===== config.mk =====
export PLATFORM = sky130hd
export DESIGN_NAME = pl_reg_elastic
export DESIGN_NICKNAME = d
export VERILOG_FILES = /design/src/rtl/pl_reg_elastic.sv
export SDC_FILE = /design/constraint.sdc
export NUM_CORES = 1
export LEC_CHECK = 0
export CORE_MARGIN = 2
export CORE_UTILIZATION = 52
export DETAILED_ROUTE_END_ITERATION = 8
export GPL_ROUTABILITY_DRIVEN = 0
export HOLD_SLACK_MARGIN = 0.05
export PLACE_DENSITY = 0.9
export SYNTH_ARGS = -nofsm -noshare
export SYNTH_HDL_FRONTEND = slang
export SYNTH_SLANG_ARGS = --single-unit

===== constraint.sdc =====
create_clock -name clk -period 3.97 [get_ports clk]
set_clock_uncertainty 0.2 [all_clocks]
set_input_delay 0.794 -clock clk [delete_from_list [all_inputs] [get_ports clk]]
set_output_delay 0.794 -clock clk [all_outputs]
set_load 0.03 [all_outputs]

===== src/rtl/pl_reg_elastic.sv =====
// pl_reg_elastic
//   Elastic inter-stage pipeline register (e.g. MEM->WB of the RV32 core).
//   Valid/ready handshake on both sides, optional skid entry so in_ready can
//   be a flop, flush, reg_write kill on bubbles, a forwarding tap and a
//   saturating stall counter.
// Ports
//   clk, reset (sync, active-low), flush (sync, active-high)
//   in_valid/in_ready + in_data/in_rd/in_reg_write/in_result_src  : upstream
//   out_valid/out_ready + out_data/out_rd/out_reg_write/out_result_src : downstream
//   fwd_en/fwd_rd/fwd_data : forwarding tap off the held entry
//   stall_cnt              : cycles spent with out_valid & !out_ready (saturating)
module pl_reg_elastic #(
  parameter int DATA_W = 160,
  parameter int RD_W   = 5,
  parameter int SEL_W  = 3,
  parameter int FWD_W  = 32,
  parameter int SKID   = 1,
  parameter int CNT_W  = 16
) (
  input  logic              clk,
  input  logic              reset,
  input  logic              flush,
  input  logic              in_valid,
  output logic              in_ready,
  input  logic [DATA_W-1:0] in_data,
  input  logic [RD_W-1:0]   in_rd,
  input  logic              in_reg_write,
  input  logic [SEL_W-1:0]  in_result_src,
  output logic              out_valid,
  input  logic              out_ready,
  output logic [DATA_W-1:0] out_data,
  output logic [RD_W-1:0]   out_rd,
  output logic              out_reg_write,
  output logic [SEL_W-1:0]  out_result_src,
  output logic              fwd_en,
  output logic [RD_W-1:0]   fwd_rd,
  output logic [FWD_W-1:0]  fwd_data,
  output logic [CNT_W-1:0]  stall_cnt
);

  typedef enum logic [1:0] {
    ST_EMPTY = 2'd0,
    ST_FULL  = 2'd1,
    ST_SKIDF = 2'd2
  } state_t;

  state_t state_q, state_d;

  logic [DATA_W-1:0] main_data_q, main_data_d, skid_data_q, skid_data_d;
  logic [RD_W-1:0]   main_rd_q,   main_rd_d,   skid_rd_q,   skid_rd_d;
  logic              main_rw_q,   main_rw_d,   skid_rw_q,   skid_rw_d;
  logic [SEL_W-1:0]  main_src_q,  main_src_d,  skid_src_q,  skid_src_d;
  // With SKID=1 this is the registered in_ready; with SKID=0 it only
  // marks "out of reset" and is gated with the combinational ready term.
  logic              rdy_q, rdy_d;
  logic [CNT_W-1:0]  stall_q, stall_d;

  logic in_fire, out_fire;

  always_comb begin
    if (SKID != 0) in_ready = reset & rdy_q;
    else           in_ready = reset & rdy_q & (~out_valid | out_ready);
  end

  assign out_valid = (state_q != ST_EMPTY);
  assign in_fire   = in_valid & in_ready;
  assign out_fire  = out_valid & out_ready;

  always_comb begin
    state_d     = state_q;
    main_data_d = main_data_q;
    main_rd_d   = main_rd_q;
    main_rw_d   = main_rw_q;
    main_src_d  = main_src_q;
    skid_data_d = skid_data_q;
    skid_rd_d   = skid_rd_q;
    skid_rw_d   = skid_rw_q;
    skid_src_d  = skid_src_q;

    if (flush) begin
      // Drop everything held and anything offered this cycle.
      state_d     = ST_EMPTY;
      main_data_d = '0;
      main_rd_d   = '0;
      main_rw_d   = 1'b0;
      main_src_d  = '0;
      skid_data_d = '0;
      skid_rd_d   = '0;
      skid_rw_d   = 1'b0;
      skid_src_d  = '0;
    end else begin
      case (state_q)
        ST_EMPTY: begin
          if (in_fire) begin
            state_d     = ST_FULL;
            main_data_d = in_data;
            main_rd_d   = in_rd;
            main_rw_d   = in_reg_write;
            main_src_d  = in_result_src;
          end
        end
        ST_FULL: begin
          if (in_fire && out_fire) begin
            main_data_d = in_data;
            main_rd_d   = in_rd;
            main_rw_d   = in_reg_write;
            main_src_d  = in_result_src;
          end else if (in_fire && (SKID != 0)) begin
            // Downstream stalled: park the new entry behind the main one.
            state_d     = ST_SKIDF;
            skid_data_d = in_data;
            skid_rd_d   = in_rd;
            skid_rw_d   = in_reg_write;
            skid_src_d  = in_result_src;
          end else if (out_fire) begin
            state_d = ST_EMPTY;
          end
        end
        ST_SKIDF: begin
          if (out_fire) begin
            state_d     = ST_FULL;
            main_data_d = skid_data_q;
            main_rd_d   = skid_rd_q;
            main_rw_d   = skid_rw_q;
            main_src_d  = skid_src_q;
          end
        end
        default: state_d = ST_EMPTY;
      endcase
    end

    // Ready for next cycle depends only on where we land, never on out_ready.
    rdy_d = (state_d != ST_SKIDF);

    stall_d = stall_q;
    if (out_valid && !out_ready && !(&stall_q)) stall_d = stall_q + CNT_W'(1);
  end

  always_ff @(posedge clk) begin
    if (!reset) begin
      state_q     <= ST_EMPTY;
      main_data_q <= '0;
      main_rd_q   <= '0;
      main_rw_q   <= 1'b0;
      main_src_q  <= '0;
      skid_data_q <= '0;
      skid_rd_q   <= '0;
      skid_rw_q   <= 1'b0;
      skid_src_q  <= '0;
      rdy_q       <= 1'b0;
      stall_q     <= '0;
    end else begin
      state_q     <= state_d;
      main_data_q <= main_data_d;
      main_rd_q   <= main_rd_d;
      main_rw_q   <= main_rw_d;
      main_src_q  <= main_src_d;
      skid_data_q <= skid_data_d;
      skid_rd_q   <= skid_rd_d;
      skid_rw_q   <= skid_rw_d;
      skid_src_q  <= skid_src_d;
      rdy_q       <= rdy_d;
      stall_q     <= stall_d;
    end
  end

  assign out_data       = main_data_q;
  assign out_rd         = main_rd_q;
  assign out_result_src = main_src_q;
  // Bubbles must never write the register file.
  assign out_reg_write  = out_valid & main_rw_q;
  assign fwd_en         = out_reg_write & (main_rd_q != '0);
  assign fwd_rd         = main_rd_q;
  assign fwd_data       = main_data_q[FWD_W-1:0];
  assign stall_cnt      = stall_q;

endmodule


==> flow_metrics.tcl, run 1 <==
set metrics [dict create \
    worst_slew_margin_rel 0.412 \
    power.leakage_nw 7.52 \
    clock_latency_ps 520 \
    yosysSeqAreaShare 0.495 \
    cts.sinks 357 \
    synth.net_count 1819 \
    critPathLaunchType "register" \
    syn_inst 1644 \
    io_buffers 398 \
    finalCritPeriodShare 0.853 \
    pwr-share-clk 0.447 \
    detail-route-antenna-nets 0 \
    gr-usage-all-layers 0.269 \
    layout_commonest_cell "clkdlybuf4s50_1" \
    hold_class "reg2reg" \
    fin_ws_ps 583 \
    async_flop_share 0 \
    combPwrFrac 0.085 \
    period_minus_slack_ps 3390 \
    power.switching_mw 1.79 \
    via_count 13000 \
    final_cell_mix "398 x clkdlybuf4s50_1, 357 x dfxtp_1, 344 x nand2_1, 179 x a21oi_1, 173 x nor2_1" \
    cp-end-kind "primary output" \
    drt_wl_total_um 40900 \
    syn2layout_area_growth_pct 35.5 \
    ctsLongestPathBuffers 3 \
    yosysWarningCount 0 \
    syn_area_per_cell_um2 8.78 \
    nFillCells 1903 \
    yosys_register_bits 357 \
    rows 60 \
    cp.arrival_ps 2390 \
    htree_levels 2 \
    p_sw_frac 0.229 \
    powerDensity_nw_per_um2 399 \
    cts_tree "built" \
    synth.cell_area_um2 14400 \
    p_int_mw 6.02 \
    cap_viol_max_count 0 \
    die-area_um2 29100 \
    ctsResizeCount 0 \
    first_global_vias 12600 \
    firstDrtPassIters 5 \
    critPathKind "reg2out" \
    pre_cts_slack_ps 704 \
    drv_slew 0 \
    grt_setup_unrepaired "false" \
    tns_ps 0 \
    core_um2 27100 \
    seq_power_share 0.467 \
    final_layout_size_suffix_gt1_frac 0.0475 \
    drt_iter0_markers 987 \
    die_y_um 171 \
    achievable-frequency_ghz 0.295 \
    multi_input_area_um2 6390 \
    grt_overflow_total 0 \
    finalSetupViolCount 0 \
    cp_max_fo 13 \
    final-hold-violation-count 0 \
    grt_start_max_net_pins 118 \
    synthFlopType "dfxtp_1" \
    wire_per_inst_um 17.5 \
    ioPinCount 399 \
    postCtsHoldBufs 0 \
    drc_errors 0 \
    seq_area_um2 7150 \
    crit_required_ps 2980 \
    grt_antenna_before_repair 4 \
    via_per_inst 5.56 \
    post_cts.repair.setup_buffers 0 \
    dp_hpwl_um 26700 \
    p_total_mw 7.81 \
    grt_first_pass_wirelength_um 63100 \
    final_nets 2107 \
    outcome "complete, no violations" \
    clockRootBuffer "clkbuf_16" \
    max-vdd-ir-drop_mv 0.349 \
    path_clk_slew_ps 60 \
    numCtsBuffers 38 \
    synth_cell_types 45 \
    worst_pin_slew_ps 874 \
    synth_edf_count 0 \
    dieWidth_um 171 \
    start_util 0.533 \
]
synthesized netlist by cell type (all sizes together), types with 3 or more instances:
cell type,n,area [um2]
mux2i,170,1700
o31ai,7,66.3
nand2b,3,18.8
nor4,4,25.0
clkbuf,53,200
nand3,4,32.5
nor2,173,649
a211oi,170,1280
buf,120,701
nand4,5,52.6
dfxtp,357,7150
nand2,344,1290
inv,5,18.8
a21oi,179,896
o21a,4,30.0
o21ai,8,40.0
or3,5,31.3
or2,3,18.8
or4,7,55.1
power groups by stage:
stage	Clock, mW	Sequential [mW]	Combinational [mW]
6_report	3.49	3.65	0.667
5_1_grt	3.68	3.66	0.711
4_1_cts	3.54	3.65	0.666
3_5_place_dp	0	3.73	0.661
3_3_place_gp	0	3.73	0.645
2_1_floorplan	0	3.80	0.244
worst max-delay path, stage by stage (launching register included):
cell and delay (ps):
dfxtp_1 690, or2_2 220, and2_1 150, o21a_1 130, clkdlybuf4s50_1 680
cells by family after synthesis:
logic type / Yosys count / synth area share
AND/OR/NAND/NOR: 558 / 0.156
AO/OA/AOI/OAI: 379 / 0.166
buffers and inverters: 179 / 0.0643
adder cells (fa/ha/maj): 1 / 0.000866
multiplexers: 170 / 0.118
flip-flops: 357 / 0.495
worst paths after layout:
kind / startpoint / to / slack, ps / cells after the start
max reg2reg: state_q[1] / skid_data_q[65] / 1490 / 4
min: skid_data_q[53] / skid_data_q[53] / 250 / 2
max: state_q[1] / fwd_en / 580 / 4
min reg2reg: skid_data_q[53] / skid_data_q[53] / 250 / 2
registers in the layout, summed over array words and instances (netlist names):
name            flops
skid_rd_q           5
out_result_src      3
main_rw_q           1
rdy_q               1
skid_src_q          3
skid_rw_q           1
state_q             2
fwd_rd              5
skid_data_q       160
out_data          160
stall_cnt          16
metal layers:
layer / track usage / vias up / share of wire
li1: - / 6238 / -
met1: 0.293 / 6070 / 0.37
met2: 0.476 / 511 / 0.50
met3: 0.0594 / 153 / 0.072
met4: 0.162 / 0 / 0.058
met5: 0 / - / 0
through the flow:
stage	util	cells	instance area, um2	hold slack [ps]
2_1_floorplan	-	1644	14400	236
3_3_place_gp	0.677	2264	18300	240
3_5_place_dp	0.677	2264	18300	246
4_1_cts	0.722	2330	19600	253
5_1_grt	0.722	2334	19600	266
6_report	0.722	2335	19600	251
cell type report:
cell class / count / share of cell area
multi-input combinational: 1108 / 0.327
clock buffer: 55 / 0.0550
tap: 372 / 0.0238
antenna: 5 / 0.000639
clock inverter: 11 / 0.00729
timing repair buffer: 422 / 0.220
inverter: 5 / 0.000959
sequential: 357 / 0.365
(Power assumes the default switching activity.)
==> run 2: changes to the inputs <==
--- a/config.mk
+++ b/config.mk
@@ -7,6 +7,7 @@
 export LEC_CHECK = 0
 export CORE_MARGIN = 2
 export CORE_UTILIZATION = 52
+export CTS_CLUSTER_DIAMETER = 150
 export DETAILED_ROUTE_END_ITERATION = 8
 export GPL_ROUTABILITY_DRIVEN = 0
 export HOLD_SLACK_MARGIN = 0.05
==> results of run 2 <==
No change in the layout: final DEF, timing and power equal those of run 1.
==> run 3: changes to the inputs <==
--- a/config.mk
+++ b/config.mk
@@ -5,13 +5,14 @@
 export SDC_FILE = /design/constraint.sdc
 export NUM_CORES = 1
 export LEC_CHECK = 0
+export ABC_AREA = 1
 export CORE_MARGIN = 2
-export CORE_UTILIZATION = 52
+export CORE_UTILIZATION = 53
 export CTS_CLUSTER_DIAMETER = 150
 export DETAILED_ROUTE_END_ITERATION = 8
 export GPL_ROUTABILITY_DRIVEN = 0
 export HOLD_SLACK_MARGIN = 0.05
-export PLACE_DENSITY = 0.9
+export PLACE_DENSITY = 0.89
 export SYNTH_ARGS = -nofsm -noshare
 export SYNTH_HDL_FRONTEND = slang
 export SYNTH_SLANG_ARGS = --single-unit
==> run 3 against run 2 <==
Worst hold slack improved by 5.9 ps. Via count rose by 27%. Area after synthesis rose by 9.2%. Routed wire length rose by 21%. Cell count rose by 22%. Die area rose by 6.9%. Register-to-register slack got worse by 90 ps. Critical path type is now in2out.
==> flow_metrics.tcl, run 3 <==
set metrics [dict create \
    r2r_slack_ps 1400 \
    io_buffers 398 \
    ioPinCount 399 \
    grt_first_pass_wirelength_um 77700 \
    critPathKind "in2out" \
    detail-route-antenna-nets 0 \
    htree_levels 2 \
    yosys.area_share.simple 0.301 \
    fin_util 0.698 \
    layout_commonest_cell "nand2_1" \
    cp-end-kind "primary output" \
    worst_slew_margin_rel 0.275 \
    via_count 16500 \
    yosys_register_bits 357 \
    min_to "skid_data_q[112]" \
    start_util 0.535 \
    final-hold-violation-count 0 \
    synth_fa_ha_area_frac 0.000794 \
    via_per_inst 5.78 \
    grt_start_max_net_pins 218 \
    synth_compound_area_frac 0.141 \
    clock_latency_ps 510 \
    fin_area_um2 20600 \
    finalSetupViolCount 0 \
    final_layout_size_suffix_gt1_frac 0.0426 \
    hold_path_depth 2 \
    drt_iter0_markers 2093 \
    fin_ws_ps 566 \
    yosysSeqAreaShare 0.453 \
    synth_xor_area_frac 0.00389 \
    ctsLongestPathBuffers 3 \
    die-area_um2 31100 \
    min_from "skid_data_q[112]" \
    gr-usage-all-layers 0.302 \
    synth_top_family_by_area "simple AND/OR/NAND/NOR gates" \
    firstDrtPassIters 6 \
    r2r-start "state_q[1]" \
    syn2layout_area_growth_pct 30.6 \
    die_y_um 176 \
    hold_class "reg2reg" \
    top_layer "met4" \
    rr_worst_depth 6 \
    grt_antenna_before_repair 2 \
    regToRegEndpoint "out_data[29]" \
    place_area_um2 19300 \
    clockRootBuffer "clkbuf_16" \
    final_cell_mix "875 x nand2_1, 398 x clkdlybuf4s50_1, 357 x dfxtp_1, 304 x a21oi_1, 171 x nand4_1" \
    dieWidth_um 176 \
    nFillCells 2251 \
    final_nets 2617 \
    synth_edf_count 0 \
    synth.area.mux_share 0 \
    period_minus_slack_ps 3400 \
    crit_required_ps 2980 \
    drc_errors 0 \
    cp_max_fo 8 \
    async_flop_share 0 \
    cts.sinks 357 \
    achievable-frequency_ghz 0.294 \
    synth.net_count 2383 \
    tns_ps 0 \
    core_um2 29500 \
    dp_hpwl_um 30100 \
    power.leakage_nw 7.31 \
    yosysMostFrequentCell "nand2_1" \
    finalCritPeriodShare 0.858 \
    drv_slew 0 \
    synth_cell_types 27 \
    ctsResizeCount 0 \
    wl_met2_um 23100 \
    outcome "complete, no violations" \
    met1_length_um 18900 \
    yosysWarningCount 0 \
    numCtsBuffers 38 \
    whs_ps 257 \
    synth_commonest_cells "878 x nand2_1, 357 x dfxtp_1, 304 x a21oi_1, 171 x nand4_1, 79 x buf_2" \
    synth.cell_area_um2 15800 \
    syn_inst 2208 \
    wire_per_inst_um 17.3 \
    grt_overflow_total 0 \
    cts_tree "built" \
    powerDensity_nw_per_um2 381 \
    synth.top_cell.area_share 0.453 \
    path_clk_slew_ps 50 \
    pre_cts_slack_ps 596 \
    synthFlopType "dfxtp_1" \
    cp.arrival_ps 2410 \
    grt_setup_unrepaired "false" \
    critPathLaunchType "input pin" \
    post_cts.repair.setup_buffers 0 \
    cap_viol_max_count 0 \
    drt_wl_total_um 49600 \
    synth_top_area_cell "dfxtp_1" \
    worst_pin_slew_ps 1090 \
    synth_area_leaders "dfxtp_1 45%, nand2_1 21%, a21oi_1 9.7%" \
    postCtsHoldBufs 0 \
    first_global_vias 15700 \
    syn_area_per_cell_um2 7.14 \
    dr_wl_met3_um 4980 \
    max-vdd-ir-drop_mv 0.299 \
    rows 63 \
]
[run 3: logic make-up after synthesis]
| logic type | after synthesis |
|---|---|
| XOR/XNOR | 7 |
| AO/OA/AOI/OAI | 407 |
| AND/OR/NAND/NOR | 1138 |
| buffers and inverters | 298 |
| adder cells (fa/ha/maj) | 1 |
| flip-flops | 357 |
[run 3: routing by layer]
layer / up-vias / GRT usage
met5: - / 0
met4: 0 / 0.166
met3: 178 / 0.0700
met2: 991 / 0.491
met1: 7687 / 0.369
li1: 7683 / -
[run 3: report_power, final]
part	switching [mW]	internal, mW	leakage, nW
Combinational	0.331	0.289	3.80
Sequential	0.0209	3.61	2.88
Clock	1.42	2.17	0.630
Total	1.77	6.07	7.31
[run 3: cell type report]
type | instances | area [um2] | area share
clock inverter | 10 | 129 | 0.00626
tap | 390 | 488 | 0.0237
antenna | 2 | 5.00 | 0.000243
sequential | 357 | 7150 | 0.347
clock buffer | 55 | 1140 | 0.0552
timing repair buffer | 419 | 4300 | 0.209
inverter | 73 | 282 | 0.0137
multi-input combinational | 1553 | 7090 | 0.345
[run 3: how the worst max path moves through the flow]
stage               endpoint  slack [ps]        from
finish              in_ready         570       reset
global route          fwd_en         480  state_q[1]
CTS                   fwd_en         520  state_q[1]
detailed placement  in_ready         600       reset
global placement    in_ready         640       reset
floorplan             fwd_en        1700  state_q[1]
[run 3: metrics by stage]
stage | std cells | power [mW]
2_1_floorplan | 2208 | 4.00
3_3_place_gp | 2792 | 4.31
3_5_place_dp | 2792 | 4.32
4_1_cts | 2857 | 7.88
5_1_grt | 2859 | 8.07
6_report | 2859 | 7.84
[run 3: critical path, cell delays in order]
cell and delay (ps):
clkdlybuf4s50_1 690, nand2_1 120, inv_2 120, clkdlybuf4s50_1 680
